===== config.mk =====
export PLATFORM = sky130hd
export DESIGN_NAME = data_mem_param_flat
export DESIGN_NICKNAME = d
export VERILOG_FILES = /design/src/rtl/data_mem_param_if.sv /design/src/rtl/data_mem_param.sv /design/src/flat_wrapper.sv
export SDC_FILE = /design/constraint.sdc
export NUM_CORES = 1
export LEC_CHECK = 0
export ABC_AREA = 1
export CAP_MARGIN = 25
export CORE_UTILIZATION = 67
export DETAILED_ROUTE_END_ITERATION = 7
export PLACE_DENSITY_LB_ADDON = 0.25
export REMOVE_ABC_BUFFERS = 1
export SLEW_MARGIN = 20
export SYNTH_ARGS = -nofsm -noshare
export SYNTH_HDL_FRONTEND = slang
export SYNTH_SLANG_ARGS = --single-unit

===== constraint.sdc =====
create_clock -name clk -period 11.3 [get_ports clk]
set_clock_uncertainty 0.2 [all_clocks]
set_input_delay 3.39 -clock clk [delete_from_list [all_inputs] [get_ports clk]]
set_output_delay 3.39 -clock clk [all_outputs]
set_load 0.01 [all_outputs]

===== src/rtl/data_mem_param_if.sv =====
// Request/response bundle for data_mem_param: valid/ready request channel plus the
// registered read-response signals. The master drives requests; the memory is the slave.
interface data_mem_param_if #(
  parameter int DATA_W = 8,
  parameter int ADDR_W = 8
) ();
  logic              req_valid;
  logic              req_ready;
  logic              req_we;
  logic [ADDR_W-1:0] req_addr;
  logic [DATA_W-1:0] req_wdata;
  logic              par_inject;
  logic              rsp_valid;
  logic [DATA_W-1:0] rsp_rdata;
  logic              addr_err;
  logic              parity_err;

  modport master (
    output req_valid, req_we, req_addr, req_wdata, par_inject,
    input  req_ready, rsp_valid, rsp_rdata, addr_err, parity_err
  );

  modport slave (
    input  req_valid, req_we, req_addr, req_wdata, par_inject,
    output req_ready, rsp_valid, rsp_rdata, addr_err, parity_err
  );
endinterface


===== src/rtl/data_mem_param.sv =====
// Single-port DATA_W x DEPTH data memory with a self-initialising sweep, 1-cycle registered
// reads and out-of-range flagging. Define DATA_MEM_PARITY_EN to store and check per-word even parity.
module data_mem_param #(
  parameter int DATA_W    = 8,
  parameter int ADDR_W    = 8,
  parameter int DEPTH     = 64,
  parameter int INIT_MODE = 1
) (
  input  logic            clk,
  input  logic            rst_n,
  input  logic            init_req,
  output logic            busy,
  data_mem_param_if.slave bus
);

  localparam int                IDX_W    = (DEPTH > 1) ? $clog2(DEPTH) : 1;
  localparam logic [IDX_W-1:0]  CNT_LAST = IDX_W'(DEPTH - 1);
  localparam logic [ADDR_W:0]   DEPTH_X  = (ADDR_W + 1)'(DEPTH);
`ifdef DATA_MEM_PARITY_EN
  localparam int                MEM_W    = DATA_W + 1;
`else
  localparam int                MEM_W    = DATA_W;
`endif

  typedef enum logic {
    ST_INIT = 1'b0,
    ST_RUN  = 1'b1
  } state_e;

  state_e            state_q, state_d;
  logic [IDX_W-1:0]  cnt_q, cnt_d;
  logic              req_ready;

  logic              rsp_valid_q, rsp_valid_d;
  logic [DATA_W-1:0] rsp_rdata_q, rsp_rdata_d;
  logic              addr_err_q, addr_err_d;
  logic              parity_err_q, parity_err_d;

  logic [MEM_W-1:0]  mem_q [DEPTH];

  logic [IDX_W-1:0]  idx;
  logic              in_range;
  logic              acc;
  logic              wr_en;
  logic              rd_en;
  logic [DATA_W-1:0] init_data;
  logic [MEM_W-1:0]  init_word;
  logic [MEM_W-1:0]  wr_word;
  logic [MEM_W-1:0]  rd_word;
  logic              rd_par_bad;

  // Widening the address by one bit keeps DEPTH == 2**ADDR_W representable.
  assign idx      = bus.req_addr[IDX_W-1:0];
  assign in_range = ({1'b0, bus.req_addr} < DEPTH_X);
  assign acc      = bus.req_valid && req_ready;
  assign wr_en    = acc && bus.req_we && in_range;
  assign rd_en    = acc && !bus.req_we;

  assign init_data = (INIT_MODE != 0) ? DATA_W'(cnt_q) : '0;
  assign rd_word   = mem_q[idx];

`ifdef DATA_MEM_PARITY_EN
  function automatic logic even_par(input logic [DATA_W-1:0] d);
    return ^d;
  endfunction

  assign init_word  = {even_par(init_data), init_data};
  assign wr_word    = {even_par(bus.req_wdata) ^ bus.par_inject, bus.req_wdata};
  assign rd_par_bad = (even_par(rd_word[DATA_W-1:0]) != rd_word[DATA_W]);
`else
  logic unused_par_inject;

  assign init_word         = init_data;
  assign wr_word           = bus.req_wdata;
  assign rd_par_bad        = 1'b0;
  assign unused_par_inject = bus.par_inject;
`endif

  // State register
  always_ff @(posedge clk) begin
    if (!rst_n) begin
      state_q <= ST_INIT;
      cnt_q   <= '0;
    end else begin
      state_q <= state_d;
      cnt_q   <= cnt_d;
    end
  end

  // Next-state logic: the sweep visits every word once, then hands over to RUN
  always_comb begin
    state_d = state_q;
    cnt_d   = cnt_q;
    case (state_q)
      ST_INIT: begin
        if (cnt_q == CNT_LAST) begin
          state_d = ST_RUN;
          cnt_d   = '0;
        end else begin
          cnt_d = cnt_q + IDX_W'(1);
        end
      end
      ST_RUN: begin
        if (init_req) begin
          state_d = ST_INIT;
          cnt_d   = '0;
        end
      end
      default: begin
        state_d = ST_INIT;
        cnt_d   = '0;
      end
    endcase
  end

  // Output logic: init_req blocks acceptance in the same cycle it is seen
  always_comb begin
    busy      = 1'b0;
    req_ready = 1'b0;
    case (state_q)
      ST_INIT: busy      = 1'b1;
      ST_RUN:  req_ready = !init_req;
      default: busy      = 1'b1;
    endcase
  end

  // Storage: sweep writes and accepted in-range writes; reset has priority over both
  always_ff @(posedge clk) begin
    if (rst_n && (state_q == ST_INIT)) begin
      mem_q[cnt_q] <= init_word;
    end else if (rst_n && wr_en) begin
      mem_q[idx] <= wr_word;
    end
  end

  // Read response next-state; rdata holds between responses
  always_comb begin
    rsp_valid_d  = rd_en;
    addr_err_d   = rd_en && !in_range;
    parity_err_d = rd_en && in_range && rd_par_bad;
    rsp_rdata_d  = rsp_rdata_q;
    if (rd_en) begin
      rsp_rdata_d = in_range ? rd_word[DATA_W-1:0] : '0;
    end
  end

  // Response register stage
  always_ff @(posedge clk) begin
    if (!rst_n) begin
      rsp_valid_q  <= 1'b0;
      rsp_rdata_q  <= '0;
      addr_err_q   <= 1'b0;
      parity_err_q <= 1'b0;
    end else begin
      rsp_valid_q  <= rsp_valid_d;
      rsp_rdata_q  <= rsp_rdata_d;
      addr_err_q   <= addr_err_d;
      parity_err_q <= parity_err_d;
    end
  end

  assign bus.req_ready  = req_ready;
  assign bus.rsp_valid  = rsp_valid_q;
  assign bus.rsp_rdata  = rsp_rdata_q;
  assign bus.addr_err   = addr_err_q;
  assign bus.parity_err = parity_err_q;

endmodule

===== src/flat_wrapper.sv =====
// flat-port wrapper written by rule: the top's interface ports become plain ports
module data_mem_param_flat 
#(
  parameter int DATA_W    = 8,
  parameter int ADDR_W    = 8,
  parameter int DEPTH     = 64,
  parameter int INIT_MODE = 1
)
  (clk, rst_n, init_req, busy, bus_req_valid, bus_req_we, bus_req_addr, bus_req_wdata, bus_par_inject, bus_req_ready, bus_rsp_valid, bus_rsp_rdata, bus_addr_err, bus_parity_err);
  data_mem_param_if #(.DATA_W(DATA_W), .ADDR_W(ADDR_W)) bus_i ();
  input  logic clk;
  input  logic rst_n;
  input  logic init_req;
  output logic busy;
  input wire logic [$bits(bus_i.req_valid)-1:0] bus_req_valid;
  input wire logic [$bits(bus_i.req_we)-1:0] bus_req_we;
  input wire logic [$bits(bus_i.req_addr)-1:0] bus_req_addr;
  input wire logic [$bits(bus_i.req_wdata)-1:0] bus_req_wdata;
  input wire logic [$bits(bus_i.par_inject)-1:0] bus_par_inject;
  output wire logic [$bits(bus_i.req_ready)-1:0] bus_req_ready;
  output wire logic [$bits(bus_i.rsp_valid)-1:0] bus_rsp_valid;
  output wire logic [$bits(bus_i.rsp_rdata)-1:0] bus_rsp_rdata;
  output wire logic [$bits(bus_i.addr_err)-1:0] bus_addr_err;
  output wire logic [$bits(bus_i.parity_err)-1:0] bus_parity_err;
  assign bus_i.req_valid = bus_req_valid;
  assign bus_i.req_we = bus_req_we;
  assign bus_i.req_addr = bus_req_addr;
  assign bus_i.req_wdata = bus_req_wdata;
  assign bus_i.par_inject = bus_par_inject;
  assign bus_req_ready = bus_i.req_ready;
  assign bus_rsp_valid = bus_i.rsp_valid;
  assign bus_rsp_rdata = bus_i.rsp_rdata;
  assign bus_addr_err = bus_i.addr_err;
  assign bus_parity_err = bus_i.parity_err;
  data_mem_param #(.DATA_W(DATA_W), .ADDR_W(ADDR_W), .DEPTH(DEPTH), .INIT_MODE(INIT_MODE)) u_core (.clk(clk), .rst_n(rst_n), .init_req(init_req), .busy(busy), .bus(bus_i));
endmodule

* Word-level counts from Yosys, hierarchy flattened
Memories as Yosys holds them, arrays and structs flattened. Cells that the tools add are included. Widths: inputs -> output; s select.
Storage, ports and cells: bits in registers 17, memory bits (writable) 512, output and inout port bits 13, word-level logic and storage cells 39, memories 1
Operators by class: $add $sub $neg 1, $lt $le $gt $ge 1, equality and inequality tests 2, muxes and demuxes 17, bitwise gates (word level) 1, reduce and logical (&&, ||, !) cells 11
Memory list:
- u_core.mem_q | depth 64, width 8, rd ports 1, clocked after Yosys merged registers in 0, wr ports 1, RTL line data_mem_param.sv:39 | logic [MEM_W-1:0] mem_q [DEPTH];
Operators with widths (number):
- $mux 6 | 3
- $mux 8 | 2
- $pmux 6 s2 | 1
- $mux 1 | 10
- $lt 8x7->1 const B | 1
- $reduce_or 8->1 | 1
- $logic_and 1x1->1 | 7
- $add 6x1->6 const B | 1
- $eq 6x6->1 const B | 1
- $logic_not 1->1 | 3
- $ne 2x2->1 const B | 1
- $pmux 1 s2 | 1
- $not 1->1 | 1

* Longest topological paths before layout
Gate-level depths: netlist (run 1).
word-level depth 11, depth in mapped cells 14, gate-level depth less buffers 11

* Worst setup path before layout (run 1)
Ideal clock, no wire load.
path kind input to register, start input bus_req_addr[6], end memory u_core.mem_q[0][0] (netlist bit), data pin, setup time 0.702 ns, arrival 6.519 ns, required time 10.398 ns, setup slack 3.879 ns, stages 4, path through nor2_1 > nand4_4 > buf_6 > o21ai_0
Between the ends: cells in the longest elaborated chain, start to end 8
Ends and longest elaborated chain:
- from (decl) | RTL line flat_wrapper.sv:17 | input wire logic [$bits(bus_i.req_addr)-1:0] bus_req_addr;
- $lt 8x7->1 | RTL line data_mem_param.sv:54 | assign in_range = ({1'b0, bus.req_addr} < DEPTH_X);
- $logic_and 1x1->1 | RTL line data_mem_param.sv:56 | assign wr_en = acc && bus.req_we && in_range;
- $logic_and 1x1->1 | RTL line data_mem_param.sv:131 | end else if (rst_n && wr_en) begin
- $mux 1 | RTL line data_mem_param.sv:131
- $mux 1 | RTL line data_mem_param.sv:129 | if (rst_n && (state_q == ST_INIT)) begin
- $mux 1 (not written as such) | RTL line data_mem_param.sv:132 | mem_q[idx] <= wr_word;
- $reduce_or 8->1 (no source line)
- $mux 8 (no source line)
- to (decl) | RTL line data_mem_param.sv:39
No other way between the ends.

* Worst setup path in the final report (run 1)
start input init_req, end output bus_req_ready
Between the ends: cells in the longest elaborated chain, start to end 2
Ends and longest elaborated chain:
- from (decl) | RTL line flat_wrapper.sv:13 | input logic init_req;
- $logic_not 1->1 | RTL line data_mem_param.sv:122 | ST_RUN: req_ready = !init_req;
- $mux 1 | RTL line data_mem_param.sv:120 | case (state_q)
- to (decl) | RTL line flat_wrapper.sv:20 | output wire logic [$bits(bus_i.req_ready)-1:0] bus_req_ready;
No other way between the ends.

==> out/summary.txt, run 1 <==
Status = finished clean
Initial antenna violation count = 1
Routed WL per cell = 21.9 um
Vias in the first global route = 14356
# port buffers = 32
Clock slew at reported path FFs = 0.06 ns
Die width = 182 um
CP max stage delay = 0.57 ns
Layout cell share with drive strength beyond 1 = 6.29%
Pwr dens = 166 nW/um2
Routed vias/inst = 6.27
#FFs+latches synth = 529
CTS sink count = 529
Number of routed nets with antenna violations = 0
Synth Warn # = 0
Hpwl dp = 29000 um
CP max stage cell = clkdlybuf4s50_1
Largest net degree at the start of global routing = 102
GR Util All Layers = 31.5%
Slew Viols, Final = 0
Core area = 31700 um2
Iter 0 DRT Violations = 1816
Area leader, netlist = edfxtp_1
Hold WS = 0.275 ns
Crit path required time = 7.71 ns
Post_cts resized = 0
IO Count = 35
Total Wirelength = 51800 um
Final Hold Fails = 0
Met3 Resource Use GR = 4.97%
Non-filler cells, final = 2359
Total grt overflow = 0
Die ar. = 33200 um2
# rows = 65
RePlAce Congestion = 0.885
Mapped Cells = 1918
Critical Path AT = 4.72 ns
Crit path capture type = output port
Slew headroom = 29.4%
Synth top area cells = edfxtp_1 (71%), nand2_1 (12%), nand3_1 (10%)
Crit-path leading delay family = buffers and inverters
Worst R2R Setup Slack = 7.16 ns
Area occupied by multi-input gates = 5510 um2
GRT Max-Usage Layer = met2
Seq/Total Area, Yosys = 72.3%
Post-Synthesis Cell Area = 21700 um2
Fillers = 1992
Via count = 14781
RSZ-0062 raised after global routing = false
HP Class = reg -> reg
Setup ws final = 2.99 ns
Setup Viol. Count Final = 0
Skew-Pair Late Insertion Delay = 0.57 ns
Max frequency = 120 MHz
Mean Syn Cell Area = 11.3 um2
CP Buf/Inv Count = 4
DRC Markers = 0
Die Height = 182 um
Placed cell count = 2264
TritonCTS Buffers = 51
CP startpoint kind = input port
Initial Util = 68.5%
Met2 Use GR = 50.7%
Hold_buf cts = 0
Setup TNS = 0 ns
H-Tree Depth = 2
Cell Chain, Critical Path = clkdlybuf4s50_1, inv_1, nand2_2, inv_1, clkdlybuf4s50_1
Met1 usage = 43.1%
Layout area overhead = 10.1%
First-pass GRT wire length = 78600 um
# Max-Cap Violations = 0
Unique cell type count in the Yosys netlist = 31
VDD IR max = 0.127 mV
Layout net count = 1939
Post-Place Worst Slack = 3.01 ns
Final period utilization = 73.5%
Register area = 15700 um2
DRT Pass-1 Iters = 6
Leakage power figure = 8.78 nW
Critical path peak fanout = 5
CTS Buffer Depth = 3
CTS root buffer = clkbuf_16
Crit Path Category = in -> out
TritonCTS clock tree = yes
Worst-Margin Slew = 1.06 ns
Yosys top cell area share = 70.8%
Period minus WS final = 8.31 ns
Setup bufs post-CTS = 0
## layer usage
layer / part of all wire, % / wire length [um]
met5: 0 / 0
met4: 4.5 / 2330
met3: 10 / 5380
met2: 48 / 24700
met1: 37 / 19300
## metrics by stage
| stage | cell area, um2 | util, % | power (W) |
|---|---|---|---|
| 2_1_floorplan | 21200 | - | 0.00231 |
| 3_3_place_gp | 22400 | 70.5 | 0.00240 |
| 3_5_place_dp | 22400 | 70.5 | 0.00241 |
| 4_1_cts | 23900 | 75.3 | 0.00397 |
| 5_1_grt | 23900 | 75.4 | 0.00407 |
| 6_report | 23900 | 75.4 | 0.00397 |
## layout make-up
class / instances / share of cell area (%)
sequential: 529 / 65.7
multi-input combinational: 1246 / 23.0
clock buffer: 65 / 5.56
timing repair buffer: 59 / 2.21
tap: 402 / 2.10
clock inverter: 28 / 0.884
inverter: 29 / 0.487
antenna: 1 / 0.0105
## flip-flops by register name, summed over array words and instances (netlist names)
name,count
u_core.cnt_q,6
u_core.mem_q,512
u_core.bus.rsp_valid,1
u_core.bus.rsp_rdata,8
u_core.bus.addr_err,1
u_core.state_q,1
## layout by cell type (no fill, tap or decap), types with 14 or more instances in the layout
cell type and count:
nand2_1 686, edfxtp_1 512, nand3_1 435, nor2_1 63, clkbuf_16 51, clkdlybuf4s50_1 29, buf_4 27, inv_1 22
dfxtp_1 17, clkinv_1 16, a21oi_1 14, clkbuf_1 14
## worst min-delay path, cell delays in order (launching register included)
cell and delay, ns:
dfxtp_1 0.31, nand2_1 0.06, a21oi_1 0.06
## final timing paths
path	depth (start not counted)	from	endpoint
worst min-delay path	2	u_core.bus.rsp_rdata[4]$_SDFFE_PN0P_	u_core.bus.rsp_rdata[4]$_SDFFE_PN0P_
worst max-delay path	5	init_req	bus_req_ready
worst max register to register	8	u_core.state_q$_SDFF_PN0_	u_core.mem_q[38][1]$_DFFE_PP_
worst min register to register	2	u_core.bus.rsp_rdata[4]$_SDFFE_PN0P_	u_core.bus.rsp_rdata[4]$_SDFFE_PN0P_
## cell usage after synthesis (all sizes together)
library cell / n
a221oi: 1
nand3: 438
nand2: 687
xor2: 1
clkbuf: 60
edfxtp: 512
a31oi: 1
dfxtp: 17
inv: 27
nor4: 8
ha: 1
clkinv: 2
buf: 54
o21ai: 17
nor2: 66
nor3: 3
conb: 1
nand4: 8
a21oi: 14
## kinds of logic after synthesis
group	Yosys count	synth area share (%)
and+or+nand+nor	1210	23.9
DFF	529	72.3
buffers and inverters	143	2.72
AOI/OAI and AO/OA	33	0.921
xor gates and xnor gates	1	0.0403
adders and majority gates	1	0.0576
other	1	0.0173
## power by group
part / internal [W] / switching [W]
sequential: 0.00214 / 0.00000268
clock: 0.000897 / 0.000698
combinational: 0.0000569 / 0.000168
Note: power is estimated with default switching activity, not from simulation.
==> run 2: changes to the inputs <==
Settings changed: CORE_UTILIZATION 67 to 62.
Clock period 11.3 ns to 8.4 ns, I/O delays scaled along.
==> run 2 against run 1 <==
Effect of this change: worst hold slack better by 0.049 ns; wire length is 1.0% lower; critical path type unchanged; highest routed layer unchanged; cell count is 2.4% higher; sequential cell count stayed put; register-to-register slack worse by 2.9 ns; clock power is 44% higher; sequential share of layout area is 0.75 points lower; sequential power is 34% higher; non-clock buffer count is 2 higher; setup slack worse by 1.1 ns; critical endpoint unchanged; first-iteration DRC count is 22% lower.
==> out/summary.txt, run 2 (synthesis results as in run 1) <==
Pwr dens = 227 nW/um2 (+37%)
Die Height = 189 um (+3.9%)
CP Buf/Inv Count = 4 (unchanged)
HP Class = reg -> reg
Routed WL per cell = 21.2 um (-3.3%)
Max reg flops = 512 (unchanged)
Tot Pwr = 0.00548 W (+38%)
Clock slew at reported path FFs = 0.06 ns (about the same)
DRT Pass-1 Iters = 5 (-1)
ANT cells = 0 (-1)
DRC Markers = 0 (unchanged)
Fillers = 2369 (+19%)
Placed cell count = 2317 (+2.3%)
CTS sink count = 529 (unchanged)
Layout area overhead = 11.3%
Die width = 189 um (+3.9%)
Max frequency = 153 MHz
Critical path peak fanout = 5 (unchanged)
Setup Viol. Count Final = 0 (unchanged)
Setup ws final = 1.86 ns (-1.14 ns)
CP max stage cell = clkdlybuf4s50_1
Number of routed nets with antenna violations = 0 (unchanged)
CP max stage delay = 0.57 ns (about the same)
# rows = 68 (+4.6%)
Period minus WS final = 6.54 ns
Worst R2R Setup Slack = 4.30 ns (-2.86 ns)
IO Count = 35 (unchanged)
Status = finished clean
Non-filler cells, final = 2416 (+2.4%)
Initial Util = 62.9% (-5.6 points)
CP startpoint kind = input port
Commonest non-fill, non-tap cell in the layout = nand2_1
Cell Chain, Critical Path = clkdlybuf4s50_1, inv_1, nand2_2, inv_1, clkdlybuf4s50_1
Post-Place Worst Slack = 1.62 ns (-1.38 ns)
TritonCTS clock tree = yes
Total Wirelength = 51200 um (-1.0%)
CTS root buffer = clkbuf_16
H-Tree Depth = 2 (unchanged)
Die ar. = 35800 um2 (+8.0%)
Core area = 34500 um2 (+8.9%)
Layout net count = 1942 (+0.15%)
Worst-Margin Slew = 1.08 ns (+0.0193 ns)
Crit path capture type = output port
Post_cts resized = 0 (unchanged)
Slew Viols, Final = 0 (unchanged)
RSZ-0062 raised after global routing = false
Slew headroom = 28.1% (-1.3 points)
Hpwl dp = 29200 um (+0.85%)
Leakage power figure = 8.88 nW (+1.2%)
GR Util All Layers = 29.2% (-2.3 points)
Setup TNS = 0 ns (unchanged)
Initial antenna violation count = 0 (-1)
Final period utilization = 77.9%
Routed vias/inst = 6.05 (-3.5%)
First-pass GRT wire length = 78500 um (-0.20%)
# Max-Cap Violations = 0 (unchanged)
Vias in the first global route = 14085 (-1.9%)
Skew-Pair Late Insertion Delay = 0.57 ns (about the same)
Final Hold Fails = 0 (unchanged)
Crit-path leading delay family = buffers and inverters
# port buffers = 32 (unchanged)
Total grt overflow = 0 (unchanged)
TritonCTS Buffers = 52 (+2.0%)
Layout cell share with drive strength beyond 1 = 6.68% (+0.39 points)
Setup bufs post-CTS = 0 (unchanged)
Biggest register = u_core.mem_q
Crit path required time = 5.68 ns (-2.03 ns)
Iter 0 DRT Violations = 1408 (-22%)
Largest net degree at the start of global routing = 103 (+0.98%)
Crit Path Category = in -> out
Hold WS = 0.324 ns (+0.0495 ns)
Via count = 14614 (-1.1%)
Most frequent cells in the layout = nand2_1 (686), edfxtp_1 (512), nand3_1 (435), nor2_1 (63), clkbuf_16 (53)
Critical Path AT = 3.82 ns (-0.90 ns)
VDD IR max = 0.205 mV (+62%)
RePlAce Congestion = 0.901 (+1.8%)
CTS Buffer Depth = 3 (unchanged)
Hold_buf cts = 0 (unchanged)
-- run 2: changes by cell type in the layout (fill, tap and decap cells not counted), sizes merged --
cell	previous run	this run
buf	30	32
clkinv	23	22
bufinv	3	5
clkinvlp	1	0
diode	1	0
clkbuf	65	69
inv	30	29
-- run 2: metal layers --
metal / share of wire [%] / routed length, um / track usage (%) / vias to the layer above
met5: 0 / 0 / 0 / -
met4: 4.0 / 2070 / 12.3 / 0
met3: 9.1 / 4650 / 5.13 / 144
met2: 48 / 24500 / 47.1 / 770
met1: 39 / 20000 / 39.6 / 6992
li1: - / - / - / 6708
-- run 2: path summary, 6_finish.rpt --
kind / from / to / cells after the start
worst max-delay path: init_req / bus_req_ready / 5
worst min-delay path: u_core.bus.rsp_rdata[4]$_SDFFE_PN0P_ / u_core.bus.rsp_rdata[4]$_SDFFE_PN0P_ / 2
worst max register to register: u_core.state_q$_SDFF_PN0_ / u_core.mem_q[62][5]$_DFFE_PP_ / 8
worst min register to register: u_core.bus.rsp_rdata[4]$_SDFFE_PN0P_ / u_core.bus.rsp_rdata[4]$_SDFFE_PN0P_ / 2
-- run 2: layout make-up --
cell class	count	area (um2)	area share (%)
timing repair buffer	61	592	2.45
multi-input combinational	1246	5510	22.8
tap	455	569	2.35
clock buffer	69	1440	5.94
sequential	529	15700	65.0
clock inverter	27	259	1.07
inverter	29	116	0.481
-- run 2: worst register-to-register path, stage by stage (launching register included) --
cell	delay [ns]
dfxtp_1	0.44
nand2_2	0.12
nor2_4	0.15
nand4_4	0.37
nand2_1	0.31
o21ai_2	0.20
inv_1	0.30
nand4_1	0.72
nor2_1	0.92
-- run 2: report_power, final --
group | internal [W] | total (W) | switching [W]
logic | 0.0000776 | 0.000302 | 0.000225
registers | 0.00289 | 0.00289 | 0.00000346
clock network | 0.00135 | 0.00229 | 0.000942
total | 0.00431 | 0.00548 | 0.00117
-- run 2: metrics by stage --
step                area [um2]  utilization, %
floorplan                21200               -
global placement         22400            64.9
detailed placement       22400            64.9
CTS                      24100            69.8
global route             24200            70.0
finish                   24200            70.0
==> run 3: changes to the inputs <==
Settings changed: CORE_UTILIZATION 62 to 56.
Clock period 8.4 ns to 5.8 ns, I/O delays scaled along.
==> run 3 against run 2 <==
Effect of this change: count of clock-buffer cells in the layout up 10; first-iteration DRC count up 25%; non-clock buffer count up 56; worst hold slack worse by 0.054 ns; cell count up 4.7%; die area up 11%; combinational power up 48%; core utilization down 5.0 points; critical endpoint unchanged; largest cell class unchanged.
==> out/summary.txt, run 3 (synthesis results as in run 1) <==
Power share of the sequential group = 52.6% (about the same)
CP max stage delay = 0.56 ns (about the same)
Initial antenna violation count = 0 (unchanged)
Placed cell count = 2432 (+5.0%)
# rows = 71 (+4.4%)
TritonCTS Buffers = 52 (unchanged)
Period minus WS final = 4.99 ns
RePlAce Congestion = 0.868 (-3.6%)
Pwr dens = 322 nW/um2 (+42%)
Final period utilization = 86.0%
Via count = 14668 (+0.37%)
Most frequent cells in the layout = nand2_1 (686), edfxtp_1 (512), nand3_1 (435), buf_4 (81), nor2_1 (63)
Cell Chain, Critical Path = clkdlybuf4s50_1, inv_1, nand2_2, inv_1, clkdlybuf4s50_1
Iter 0 DRT Violations = 1763 (+25%)
Post_cts resized = 0 (unchanged)
Clock share of power = 41.8% (about the same)
Total Wirelength = 52600 um (+2.7%)
Register area = 15700 um2 (unchanged)
Comb power frac = 5.6% (about the same)
Sw frac = 21.7% (+0.34 points)
Leakage power figure = 9.17 nW (+3.2%)
ANT cells = 0 (unchanged)
Crit Path Category = in -> out
VDD IR max = 0.263 mV (+28%)
Die Height = 199 um (+5.2%)
Setup bufs post-CTS = 0 (unchanged)
Crit path capture type = output port
Max frequency = 200 MHz
Hold_buf cts = 0 (unchanged)
RSZ-0062 raised after global routing = false
Status = finished clean
Vias in the first global route = 13938 (-1.0%)
Non-filler cells, final = 2529 (+4.7%)
Initial Util = 57.3% (-5.6 points)
Slew Viols, Final = 0 (unchanged)
Max reg flops = 512 (unchanged)
Placed cell areas = 23000 um2 (+2.6%)
Core area = 37900 um2 (+9.8%)
CP startpoint kind = input port
Layout area overhead = 13.6%
Routed vias/inst = 5.80 (-4.1%)
Die width = 199 um (+5.2%)
Hpwl dp = 29200 um (-0.27%)
Clock slew at reported path FFs = 0.06 ns (about the same)
First-pass GRT wire length = 80100 um (+2.0%)
Setup Viol. Count Final = 0 (unchanged)
Internal power = 0.00623 W (+44%)
Worst-Margin Slew = 0.875 ns (-0.203 ns)
DRC Markers = 0 (unchanged)
Crit path required time = 3.86 ns (-1.82 ns)
Skew-Pair Late Insertion Delay = 0.60 ns (+0.03 ns)
Layout cell share with drive strength beyond 1 = 9.32% (+2.6 points)
Slew headroom = 41.7% (+14 points)
Setup TNS = 0 ns (unchanged)
Routed WL per cell = 20.8 um (-1.9%)
Layout Cell Area excl Fill = 24700 um2 (+2.0%)
Area occupied by multi-input gates = 5510 um2 (about the same)
NetSw = 0.00172 W (+47%)
Critical path peak fanout = 5 (unchanged)
Commonest non-fill, non-tap cell in the layout = nand2_1
CP max stage cell = clkdlybuf4s50_1
Layout net count = 1998 (+2.9%)
HP Class = reg -> reg
CTS Buffer Depth = 3 (unchanged)
DRT Pass-1 Iters = 6 (+1)
Largest net degree at the start of global routing = 166 (+61%)
Fillers = 2812 (+19%)
Final Hold Fails = 0 (unchanged)
# Max-Cap Violations = 0 (unchanged)
Die ar. = 39600 um2 (+11%)
H-Tree Depth = 2 (unchanged)
GR Util All Layers = 27.5% (-1.7 points)
Critical Path AT = 3.05 ns (-0.77 ns)
Number of routed nets with antenna violations = 0 (unchanged)
CTS root buffer = clkbuf_16
TritonCTS clock tree = yes
Total grt overflow = 0 (unchanged)
CTS sink count = 529 (unchanged)
Biggest register = u_core.mem_q
IO Count = 35 (unchanged)
# port buffers = 32 (unchanged)
[run 3: worst paths after layout]
check / startpoint / end / slack, ns / depth (start not counted)
worst max-delay path: init_req / bus_req_ready / 0.81 / 5
worst min-delay path: u_core.bus.rsp_rdata[6]$_SDFFE_PN0P_ / u_core.bus.rsp_rdata[6]$_SDFFE_PN0P_ / 0.27 / 2
worst max register to register: u_core.state_q$_SDFF_PN0_ / u_core.mem_q[24][5]$_DFFE_PP_ / 2.36 / 8
worst min register to register: u_core.bus.rsp_rdata[6]$_SDFFE_PN0P_ / u_core.bus.rsp_rdata[6]$_SDFFE_PN0P_ / 0.27 / 2
[run 3: power by group through the flow]
stage / logic (W) / clock network (W) / registers [W]
after CTS: 0.000442 / 0.00336 / 0.00418
after floorplan: 0.000235 / 0 / 0.00427
after detailed placement: 0.000439 / 0 / 0.00426
after global routing: 0.000484 / 0.00350 / 0.00418
final: 0.000447 / 0.00332 / 0.00418
after global placement: 0.000431 / 0 / 0.00426
[run 3: stage by stage]
stage / hold slack [ns] / setup WS (ns) / total power [W] / util [%]
final: 0.270 / 0.809 / 0.00795 / 65.1
after global routing: 0.286 / 0.776 / 0.00816 / 65.1
after CTS: 0.280 / 0.809 / 0.00798 / 65.1
after detailed placement: 0.266 / 0.605 / 0.00470 / 60.6
after global placement: 0.261 / 0.759 / 0.00469 / 60.6
after floorplan: 0.259 / 0.0469 / 0.00450 / -
[run 3: worst max-delay path, delay by kind of cell]
kind | cells | cell delay, ns
AND/OR/NAND/NOR | 1 | 0.07
buffers and inverters | 4 | 1.23
[run 3: cell type report]
type	count	area share [%]
Clock buffer	79	6.13
Multi-Input combinational cell	1246	22.3
Timing Repair Buffer	117	4.11
Inverter	29	0.471
Clock inverter	18	0.700
Sequential cell	529	63.7
Tap cell	511	2.59
[run 3: routing by layer]
metal	routed length, um	share of wire [%]	GRT usage, %	vias to the layer above
li1	-	-	-	6816
met1	21500	41	38.4	7023
met2	24500	46	42.6	681
met3	4420	8.4	4.19	148
met4	2260	4.3	12.8	0
met5	0	0	0	-
